--- config.mk ---
export PLATFORM = sky130hd
export DESIGN_NAME = axi_reg_slave
export DESIGN_NICKNAME = d
export VERILOG_FILES = /design/src/rtl/axi_reg_pkg.sv /design/src/rtl/reg_write_channel.sv /design/src/rtl/axi_reg_slave.sv
export SDC_FILE = /design/constraint.sdc
export NUM_CORES = 1
export LEC_CHECK = 0
export ABC_AREA = 0
export CAP_MARGIN = 20
export CORE_MARGIN = 1
export CORE_UTILIZATION = 38
export DETAILED_ROUTE_END_ITERATION = 10
export PLACE_DENSITY = 0.67
export SLEW_MARGIN = 20
export SYNTH_ARGS = -nofsm -noshare
export SYNTH_HDL_FRONTEND = slang
export SYNTH_SLANG_ARGS = --single-unit
--- constraint.sdc ---
create_clock -name clk -period 3 [get_ports clk]
set_input_delay 0.3 -clock clk [delete_from_list [all_inputs] [get_ports clk]]
set_output_delay 0.3 -clock clk [all_outputs]
set_load 0.05 [all_outputs]
--- src/rtl/axi_reg_pkg.sv ---
// Shared types for the register-bank slave.
// Response codes and write/read channel state encodings.
package axi_reg_pkg;

  typedef logic [1:0] resp_t;

  localparam resp_t RESP_OKAY   = 2'b00;
  localparam resp_t RESP_SLVERR = 2'b10;

  typedef enum logic [1:0] {
    W_IDLE,
    W_ADDR,
    W_DATA,
    W_RESP
  } wr_state_t;

  typedef enum logic {
    R_IDLE,
    R_DATA
  } rd_state_t;

endpackage

--- src/rtl/reg_write_channel.sv ---
// Write-side handshake FSM with address/data latches.
// Emits a one-cycle commit on the edge that enters W_RESP.
module reg_write_channel
  import axi_reg_pkg::*;
#(
  parameter int DW     = 32,
  parameter int AW     = 4,
  parameter int NUM_RW = 4
) (
  input  logic            clk,
  input  logic            rst,
  input  logic            aw_valid_i,
  output logic            aw_ready_o,
  input  logic [AW-1:0]   aw_addr_i,
  input  logic            w_valid_i,
  output logic            w_ready_o,
  input  logic [DW-1:0]   w_data_i,
  input  logic [DW/8-1:0] w_strb_i,
  output logic            b_valid_o,
  input  logic            b_ready_i,
  output resp_t           b_resp_o,
  output logic            commit_o,
  output logic            c_ok_o,
  output logic [AW-1:0]   c_addr_o,
  output logic [DW-1:0]   c_data_o,
  output logic [DW/8-1:0] c_strb_o
);

  wr_state_t       state_q, state_d;
  logic [AW-1:0]   addr_q;
  logic [DW-1:0]   data_q;
  logic [DW/8-1:0] strb_q;
  resp_t           resp_q;
  logic            aw_hs, w_hs;

  assign aw_ready_o = ~rst &
    ((state_q == W_IDLE) | (state_q == W_DATA));
  assign w_ready_o  = ~rst &
    ((state_q == W_IDLE) | (state_q == W_ADDR));

  assign aw_hs = aw_valid_i & aw_ready_o;
  assign w_hs  = w_valid_i & w_ready_o;

  // Final handshake forwards the live bus value, earlier ones the latch.
  assign c_addr_o = aw_hs ? aw_addr_i : addr_q;
  assign c_data_o = w_hs ? w_data_i : data_q;
  assign c_strb_o = w_hs ? w_strb_i : strb_q;
  assign c_ok_o   = 32'(c_addr_o) < NUM_RW;

  assign b_valid_o = (state_q == W_RESP);
  assign b_resp_o  = resp_q;

  always_comb begin
    state_d  = state_q;
    commit_o = 1'b0;
    unique case (state_q)
      W_IDLE: begin
        if (aw_hs && w_hs) begin
          state_d  = W_RESP;
          commit_o = 1'b1;
        end else if (aw_hs) begin
          state_d = W_ADDR;
        end else if (w_hs) begin
          state_d = W_DATA;
        end
      end
      W_ADDR: begin
        if (w_hs) begin
          state_d  = W_RESP;
          commit_o = 1'b1;
        end
      end
      W_DATA: begin
        if (aw_hs) begin
          state_d  = W_RESP;
          commit_o = 1'b1;
        end
      end
      W_RESP: begin
        if (b_ready_i) state_d = W_IDLE;
      end
      default: state_d = W_IDLE;
    endcase
  end

  always_ff @(posedge clk) begin
    if (rst) begin
      state_q <= W_IDLE;
      addr_q  <= '0;
      data_q  <= '0;
      strb_q  <= '0;
      resp_q  <= RESP_OKAY;
    end else begin
      state_q <= state_d;
      if (aw_hs) addr_q <= aw_addr_i;
      if (w_hs) begin
        data_q <= w_data_i;
        strb_q <= w_strb_i;
      end
      if (commit_o)
        resp_q <= c_ok_o ? RESP_OKAY : RESP_SLVERR;
    end
  end

endmodule

--- src/rtl/axi_reg_slave.sv ---
// Register-bank slave: NUM_RW control and NUM_RO status words.
// Define REG_SLAVE_WSTRB_EN to add the wStrb byte-lane port.
module axi_reg_slave
  import axi_reg_pkg::*;
#(
  parameter int DATA_WIDTH = 32,
  parameter int ADDR_WIDTH = 4,
  parameter int NUM_RW     = 4,
  parameter int NUM_RO     = 4
) (
  input  logic                         clk,
  input  logic                         rst,
  input  logic                         awValid,
  output logic                         awReady,
  input  logic [ADDR_WIDTH-1:0]        awAddr,
  input  logic                         wValid,
  output logic                         wReady,
  input  logic [DATA_WIDTH-1:0]        wData,
`ifdef REG_SLAVE_WSTRB_EN
  input  logic [DATA_WIDTH/8-1:0]      wStrb,
`endif
  output logic                         bValid,
  input  logic                         bReady,
  output logic [1:0]                   bResp,
  input  logic                         arValid,
  output logic                         arReady,
  input  logic [ADDR_WIDTH-1:0]        arAddr,
  output logic                         rValid,
  input  logic                         rReady,
  output logic [DATA_WIDTH-1:0]        rData,
  output logic [1:0]                   rResp,
  output logic [NUM_RW*DATA_WIDTH-1:0] ctrlRegs,
  input  logic [NUM_RO*DATA_WIDTH-1:0] statusRegs,
  output logic [NUM_RW-1:0]            writePulse
);

  localparam int SW = DATA_WIDTH / 8;

  logic [SW-1:0]         strb;
  logic                  commit, c_ok;
  logic [ADDR_WIDTH-1:0] c_addr;
  logic [DATA_WIDTH-1:0] c_data;
  logic [SW-1:0]         c_strb;

`ifdef REG_SLAVE_WSTRB_EN
  assign strb = wStrb;
`else
  assign strb = '1;
`endif

  reg_write_channel #(
    .DW     (DATA_WIDTH),
    .AW     (ADDR_WIDTH),
    .NUM_RW (NUM_RW)
  ) u_wr (
    .clk        (clk),
    .rst        (rst),
    .aw_valid_i (awValid),
    .aw_ready_o (awReady),
    .aw_addr_i  (awAddr),
    .w_valid_i  (wValid),
    .w_ready_o  (wReady),
    .w_data_i   (wData),
    .w_strb_i   (strb),
    .b_valid_o  (bValid),
    .b_ready_i  (bReady),
    .b_resp_o   (bResp),
    .commit_o   (commit),
    .c_ok_o     (c_ok),
    .c_addr_o   (c_addr),
    .c_data_o   (c_data),
    .c_strb_o   (c_strb)
  );

  logic [DATA_WIDTH-1:0] ctrl_q [NUM_RW];
  logic [DATA_WIDTH-1:0] ctrl_d [NUM_RW];
  logic [NUM_RW-1:0]     pulse_q, pulse_d;

  always_comb begin
    pulse_d = '0;
    for (int i = 0; i < NUM_RW; i++) begin
      ctrl_d[i] = ctrl_q[i];
      if (commit && c_ok && (32'(c_addr) == i)) begin
        pulse_d[i] = 1'b1;
        for (int b = 0; b < SW; b++)
          if (c_strb[b])
            ctrl_d[i][b*8 +: 8] = c_data[b*8 +: 8];
      end
    end
  end

  always_ff @(posedge clk) begin
    if (rst) begin
      pulse_q <= '0;
      for (int i = 0; i < NUM_RW; i++)
        ctrl_q[i] <= '0;
    end else begin
      pulse_q <= pulse_d;
      for (int i = 0; i < NUM_RW; i++)
        ctrl_q[i] <= ctrl_d[i];
    end
  end

  for (genvar g = 0; g < NUM_RW; g++) begin : g_pack
    assign ctrlRegs[g*DATA_WIDTH +: DATA_WIDTH] = ctrl_q[g];
  end

  assign writePulse = pulse_q;

  rd_state_t             rd_q, rd_d;
  logic [DATA_WIDTH-1:0] rdata_q, rdata_d;
  resp_t                 rresp_q, rresp_d;
  logic                  ar_hs;

  assign arReady = ~rst & (rd_q == R_IDLE);
  assign ar_hs   = arValid & arReady;
  assign rValid  = (rd_q == R_DATA);
  assign rData   = rdata_q;
  assign rResp   = rresp_q;

  always_comb begin
    rd_d = rd_q;
    unique case (rd_q)
      R_IDLE:  if (ar_hs) rd_d = R_DATA;
      R_DATA:  if (rReady) rd_d = R_IDLE;
      default: rd_d = R_IDLE;
    endcase
  end

  // Decode reads the pre-commit register value on a shared edge.
  always_comb begin
    rdata_d = '0;
    rresp_d = RESP_SLVERR;
    for (int i = 0; i < NUM_RW; i++) begin
      if (32'(arAddr) == i) begin
        rdata_d = ctrl_q[i];
        rresp_d = RESP_OKAY;
      end
    end
    for (int j = 0; j < NUM_RO; j++) begin
      if (32'(arAddr) == NUM_RW + j) begin
        rdata_d = statusRegs[j*DATA_WIDTH +: DATA_WIDTH];
        rresp_d = RESP_OKAY;
      end
    end
  end

  always_ff @(posedge clk) begin
    if (rst) begin
      rd_q    <= R_IDLE;
      rdata_q <= '0;
      rresp_q <= RESP_OKAY;
    end else begin
      rd_q <= rd_d;
      if (ar_hs) begin
        rdata_q <= rdata_d;
        rresp_q <= rresp_d;
      end
    end
  end

endmodule

# After elaboration in Yosys (flattened, before gate mapping)
# Memories as Yosys holds them, arrays and structs flattened.
# Cells that the tools add are included.
dict set report totals {
  memories 1
  register_bits 83
  rom_bits 0
  word_cells 117
  input_bits 175
  latchBits 0
  ram_bits 128
}
dict set report op_classes {
  multipliers 0
  n_addsub 0
  n_lt_le_gt_ge 1
  muxes 65
  n_eq_ne 17
  div 0
  bitwise_logic 14
  shifts 0
  n_reduce_logical 10
}
# name depth word_bits rd rd_clocked_by_memory_dff wr line_no
set memory_table {}
lappend memory_table {ctrl_q 4 32 4 0 4 axi_reg_slave.sv:75} ;# logic [DATA_WIDTH-1:0] ctrl_q [NUM_RW];
# operator n
set op_table {}
lappend op_table {{32-bit 2-to-1 mux} 17}
lappend op_table {{8-bit 2-to-1 mux} 16}
lappend op_table {{2-bit 2-to-1 mux} 15}
lappend op_table {{4-bit by 2-bit == test with 1-bit output (second input constant)} 4}
lappend op_table {{4-bit by 3-bit == test with 1-bit output (second input constant)} 4}
lappend op_table {{1-bit 2-to-1 mux} 12}
lappend op_table {{4-bit by 1-bit == test with 1-bit output (second input constant)} 2}
lappend op_table {{4-bit zero test} 2}
lappend op_table {{4-bit 2-to-1 mux} 2}
lappend op_table {{2-bit case mux with 4 select lines} 1}
lappend op_table {{1-bit bitwise AND} 6}
lappend op_table {{1-bit logical AND} 6}
lappend op_table {{2-bit by 1-bit inequality test with 1-bit output (second input constant)} 3}
lappend op_table {{1-bit OR} 6}
lappend op_table {{2-bit == test (second input constant)} 2}
lappend op_table {{4-bit by 3-bit < comparator with 1-bit output (second input constant)} 1}
lappend op_table {{4-bit by 2-bit inequality test with 1-bit output (second input constant)} 1}
lappend op_table {{4-bit AND reduction} 1}
lappend op_table {{1-bit case mux with 3 select lines} 1}
lappend op_table {{2-bit by 1-bit == test with 1-bit output (second input constant)} 1}
lappend op_table {{2-bit zero test} 1}
lappend op_table {{1-bit NOT} 2}
lappend op_table {{1-bit case mux with 2 select lines} 1}

# Longest topological paths before layout
dict set report depth {
  depth_word 11
  mapped_depth 8
  depth_no_buf 7
}

# Modules after synthesis
# A second synthesis with hierarchy kept.
dict set report unflattened {
  hier_cells 916
  area_unflattened_um2 10450.0
}
# module cells_per_inst seq_area_each_um2 n_inst area_per_inst_um2
set modules_own_cells {}
lappend modules_own_cells {axi_reg_slave 746 3323.2 1 8414.3}
lappend modules_own_cells {reg_write_channel 170 860.8 1 2035.7}

# Least setup slack after synthesis
# No wires, ideal clock.
dict set report synth_timing {
  path_kind {reg-to-reg}
  from {register u_wr.state_q[0]}
  to {memory ctrl_q[0][17]}
  arrival_time_ns 2.378
  n_path_buf 1
  setup_ns 0.121
  stages_incl_launch_ff 9
  slack_ns 0.502
  cell_sequence {dfxtp_1 -> inv_1 -> ha_1 -> o21ai_2 -> o21ai_0 -> a211o_1 -> buf_4 -> nor4_4 -> mux2_2}
}
# element line_no
set synth_rtl {}
lappend synth_rtl {{from (decl)} reg_write_channel.sv:29} ;# wr_state_t state_q, state_d;
lappend synth_rtl {{from (signal assigned)} reg_write_channel.sv:94} ;# state_q <= state_d;
lappend synth_rtl {{to (decl)} axi_reg_slave.sv:75}

==> metrics.md <==
| Metric | Value |
|---|---|
| Post-CTS Resized | 0 |
| Hold Crit Class | input port to flop |
| Ys flop type | dfxtp_1 |
| Hold WS | 136.0 ps |
| Final setup margin | approximately 170 ps |
| Async S/R FF share, synth | 0% |
| Vias in the first global route | about 9k |
| Post-CTS Setup Repair Bufs | 0 |
| Area of the mapped netlist | 10050 µm² |
| First-pass GRT wire length | 52.12 mm |
| WL met1 | 15.49 mm |
| Initial antenna violation count | 0 |
| CTS root buffer | clkbuf_16 |
| Drc violations | 0 |
| CP startpoint kind | flop |
| Worst setup EP type | flop |
| Final clock skew | 17.51 ps |
| Crit-path cells | inv_1 > ha_1 > o21ai_2 > o21ai_0 > a211o_1 > nor4_4 > buf_4 > mux2_2 |
| # H-tree levels | 1 |
| Routed met3 length | 2.042 mm |
| Seq/Total Area, Yosys | between 40% and 50% |
| GRT Total Usage | roughly a quarter |
| Cts bufs inserted | 24 |
| Area growth, synth to finish | 47.18% |
| Clock slew at reported path FFs | 60 ps |
| Status | finished, final reports clean |
| IO Port Bufs | 345 |
| Fill cell count | 2365 |
| Met2 Wirelength | 16.36 mm |
| Drt wl/cell | roughly 20 µm |
| Critical Path Max Stage Delay | 530 ps |
| Largest net degree at the start of global routing | 67 |
| PwrDens | 517.5 nW/µm² |
| Hold path depth | 2 |
| Vias | approximately 9.3k |
| Unique cell type count in the Yosys netlist | 48 |
| Max Cap Violations | 0 |
| Share of layout cells above drive strength 1 | between 15 and 20% |
| Die area | 27100 µm² |
| Post-synth EDFFs | 0 |
| Warnings from Yosys | 0 |
| Iteration-0 DRC count of the detailed router | 421 |
| CP max FO | 9 |
| Clock sinks | 209 |
| Final ANT Viol Nets | 0 |
| Slowest CP cell | a211o_1 |
| Worst-Margin Slew | 827.6 ps |
| Min Tclk post-route | 2831 ps |
| Worst path required time | 3390 ps |
| Fmax achieved | 353.3 MHz |
| FP Rows | 59 |
| Leak Pwr | 0.005693 µW |
| Fin util | 56.93% |
| Core area | roughly 26000 µm² |
| Layout Cells excl Fill | 1742 |
| Setup TNS | 0 ps |
| WS Path Type | flop to flop |
| Most frequent cell after synthesis | dfxtp_1 |
| Fin nets | between 1.5k and 2k |
| Die X | approximately 160 µm |
| Max Root-Sink Buffers | 3 |
| Placed instance count | 1696 |
| Pins Over Slew Limit | 0 |
| Syn_area_per_cell | 9.545 µm² |
| Largest cells by area after synthesis | dfxtp_1, mux2_2, mux2i_1 |
| CP arrival | 3230 ps |
| Final WL | 34.75 mm |
| Share of the synthesized area in the top cell type | 41.63% |
| Chip Height | roughly 160 µm |
| Slew HR | 44.83% |
| DRT Pass-1 Iters | 5 |
| Area leader, netlist | dfxtp_1 |
| Period utilization | ~94% |
| Setup-failing EPs final | 0 |
| Post-detail-place hpwl | 24.90 mm |
| DR top layer | met4 |
| IO Pins | 348 |
| Setup slack at placement | 209.1 ps |
| Final hold vios | 0 |
| Post-synth top cells | dfxtp_1, nor2b_1, mux2_2 |
| #FFs+latches synth | 209 |
| CTS tree | done |
| Reg2reg path depth | 8 |
| RSZ-0062 raised after global routing | no |
| Vias per std cell | 5.312 |
| Worst-Skew Late Latency | 520 ps |
| CTS hold repair buffers | 0 |
| Global route overflow | 0 |
| Initial Util | about two fifths |
| Gate Count Post-Synth | 1053 |
| Peak VDD IR | 0.3337 mV |
| Placer Congestion | 0.8550 |
==> sequential cells by signal (all words and copies together), names as in the netlist <==
signal         flops
ctrl_q           128
rData             32
rResp              1
rValid             1
u_wr.addr_q        4
u_wr.b_resp_o      1
u_wr.data_q       32
u_wr.state_q       2
u_wr.strb_q        4
writePulse         4
==> stage by stage <==
stage          area (µm²)  total power [µW]
5_1_grt             14790              7954
3_5_place_dp        13950              4652
3_3_place_gp        13950              4636
6_report            14790              7656
4_1_cts             14780              7697
2_1_floorplan       10050              3996
==> final timing paths <==
| kind | from | to | slack (ps) |
|---|---|---|---|
| worst max-delay path | u_wr.state_q[0] | ctrl_q[0][27] | 170 |
| worst min register to register | rResp[1] | rResp[1] | 470 |
| worst max register to register | u_wr.state_q[0] | ctrl_q[0][27] | 170 |
| worst min-delay path | rst | u_wr.strb_q[3] | 140 |
==> layout by cell type (no fill, tap or decap), types with 2 or more instances in the layout <==
| cell type | synthesis | final |
|---|---|---|
| clkdlybuf4s50_1 | 0 | 342 |
| dfxtp_1 | 209 | 209 |
| nor2b_1 | 135 | 133 |
| mux2_2 | 129 | 129 |
| nand2_1 | 105 | 104 |
| o21ai_0 | 95 | 95 |
| mux2i_1 | 87 | 87 |
| a21oi_1 | 49 | 49 |
| buf_4 | 4 | 39 |
| a211oi_1 | 35 | 34 |
| a221oi_1 | 27 | 27 |
| nor2_1 | 27 | 25 |
| clkbuf_16 | 0 | 25 |
| a22oi_1 | 8 | 8 |
| clkbuf_8 | 0 | 8 |
| nand2b_1 | 6 | 6 |
| o22ai_1 | 6 | 6 |
| inv_1 | 5 | 5 |
| nor3_1 | 5 | 5 |
| nor4_4 | 5 | 5 |
| ha_1 | 5 | 5 |
| clkinv_2 | 0 | 5 |
| clkbuf_1 | 58 | 4 |
| nor2_4 | 0 | 3 |
| nor4_2 | 3 | 3 |
| and3_1 | 3 | 3 |
| diode_2 | 0 | 2 |
| or2_2 | 2 | 2 |
| nand2_2 | 1 | 2 |
| nand3_1 | 2 | 2 |
| mux2_1 | 2 | 2 |
| nand4b_1 | 2 | 2 |
| or4b_1 | 2 | 2 |
| and3b_1 | 2 | 2 |
| o221a_2 | 2 | 2 |
| conb_1 | 1 | 2 |
| bufinv_16 | 0 | 2 |
==> where the power goes <==
| group | switching (µW) | internal [µW] |
|---|---|---|
| Sequential | 54.5 | 2900 |
| Clock | 1160 | 1890 |
| Combinational | 1010 | 640 |
| Total | 2230 | 5430 |
==> layer usage <==
metal / track usage (%) / up-vias
li1: - / 4414
met1: 33.28 / 4460
met2: 40.95 / 334
met3: 4.219 / 45
met4: 7.506 / 0
met5: 0 / -
==> layout make-up <==
type	count	area (µm²)	area share [%]
Tap cell	335	419.2	2.833
Inverter	5	18.77	0.1269
Timing Repair Buffer	384	3752	25.37
Clock inverter	7	85.08	0.5752
Antenna cell	2	5.005	0.03383
Multi-Input combinational cell	763	5578	37.71
Sequential cell	209	4184	28.28
Clock buffer	37	750.7	5.075
==> cells by family after synthesis <==
| kind of cell | after synthesis | share of synthesized area, % |
|---|---|---|
| compound gates | 232 | 14.24 |
| fa+ha+maj | 5 | 0.6224 |
| buf+inv | 82 | 3.286 |
| flops | 209 | 41.63 |
| mux | 218 | 23.34 |
| other cells | 1 | 0.03731 |
| simple gates | 306 | 16.84 |
==> worst max-delay path: cells and delay by family (launching register included) <==
family / cells / cell delay, ps
mux: 1 / 340
buf+inv: 2 / 320
compound gates: 3 / 1070
simple gates: 1 / 330
flops: 1 / 360
fa+ha+maj: 1 / 300
(Power assumes the default switching activity.)
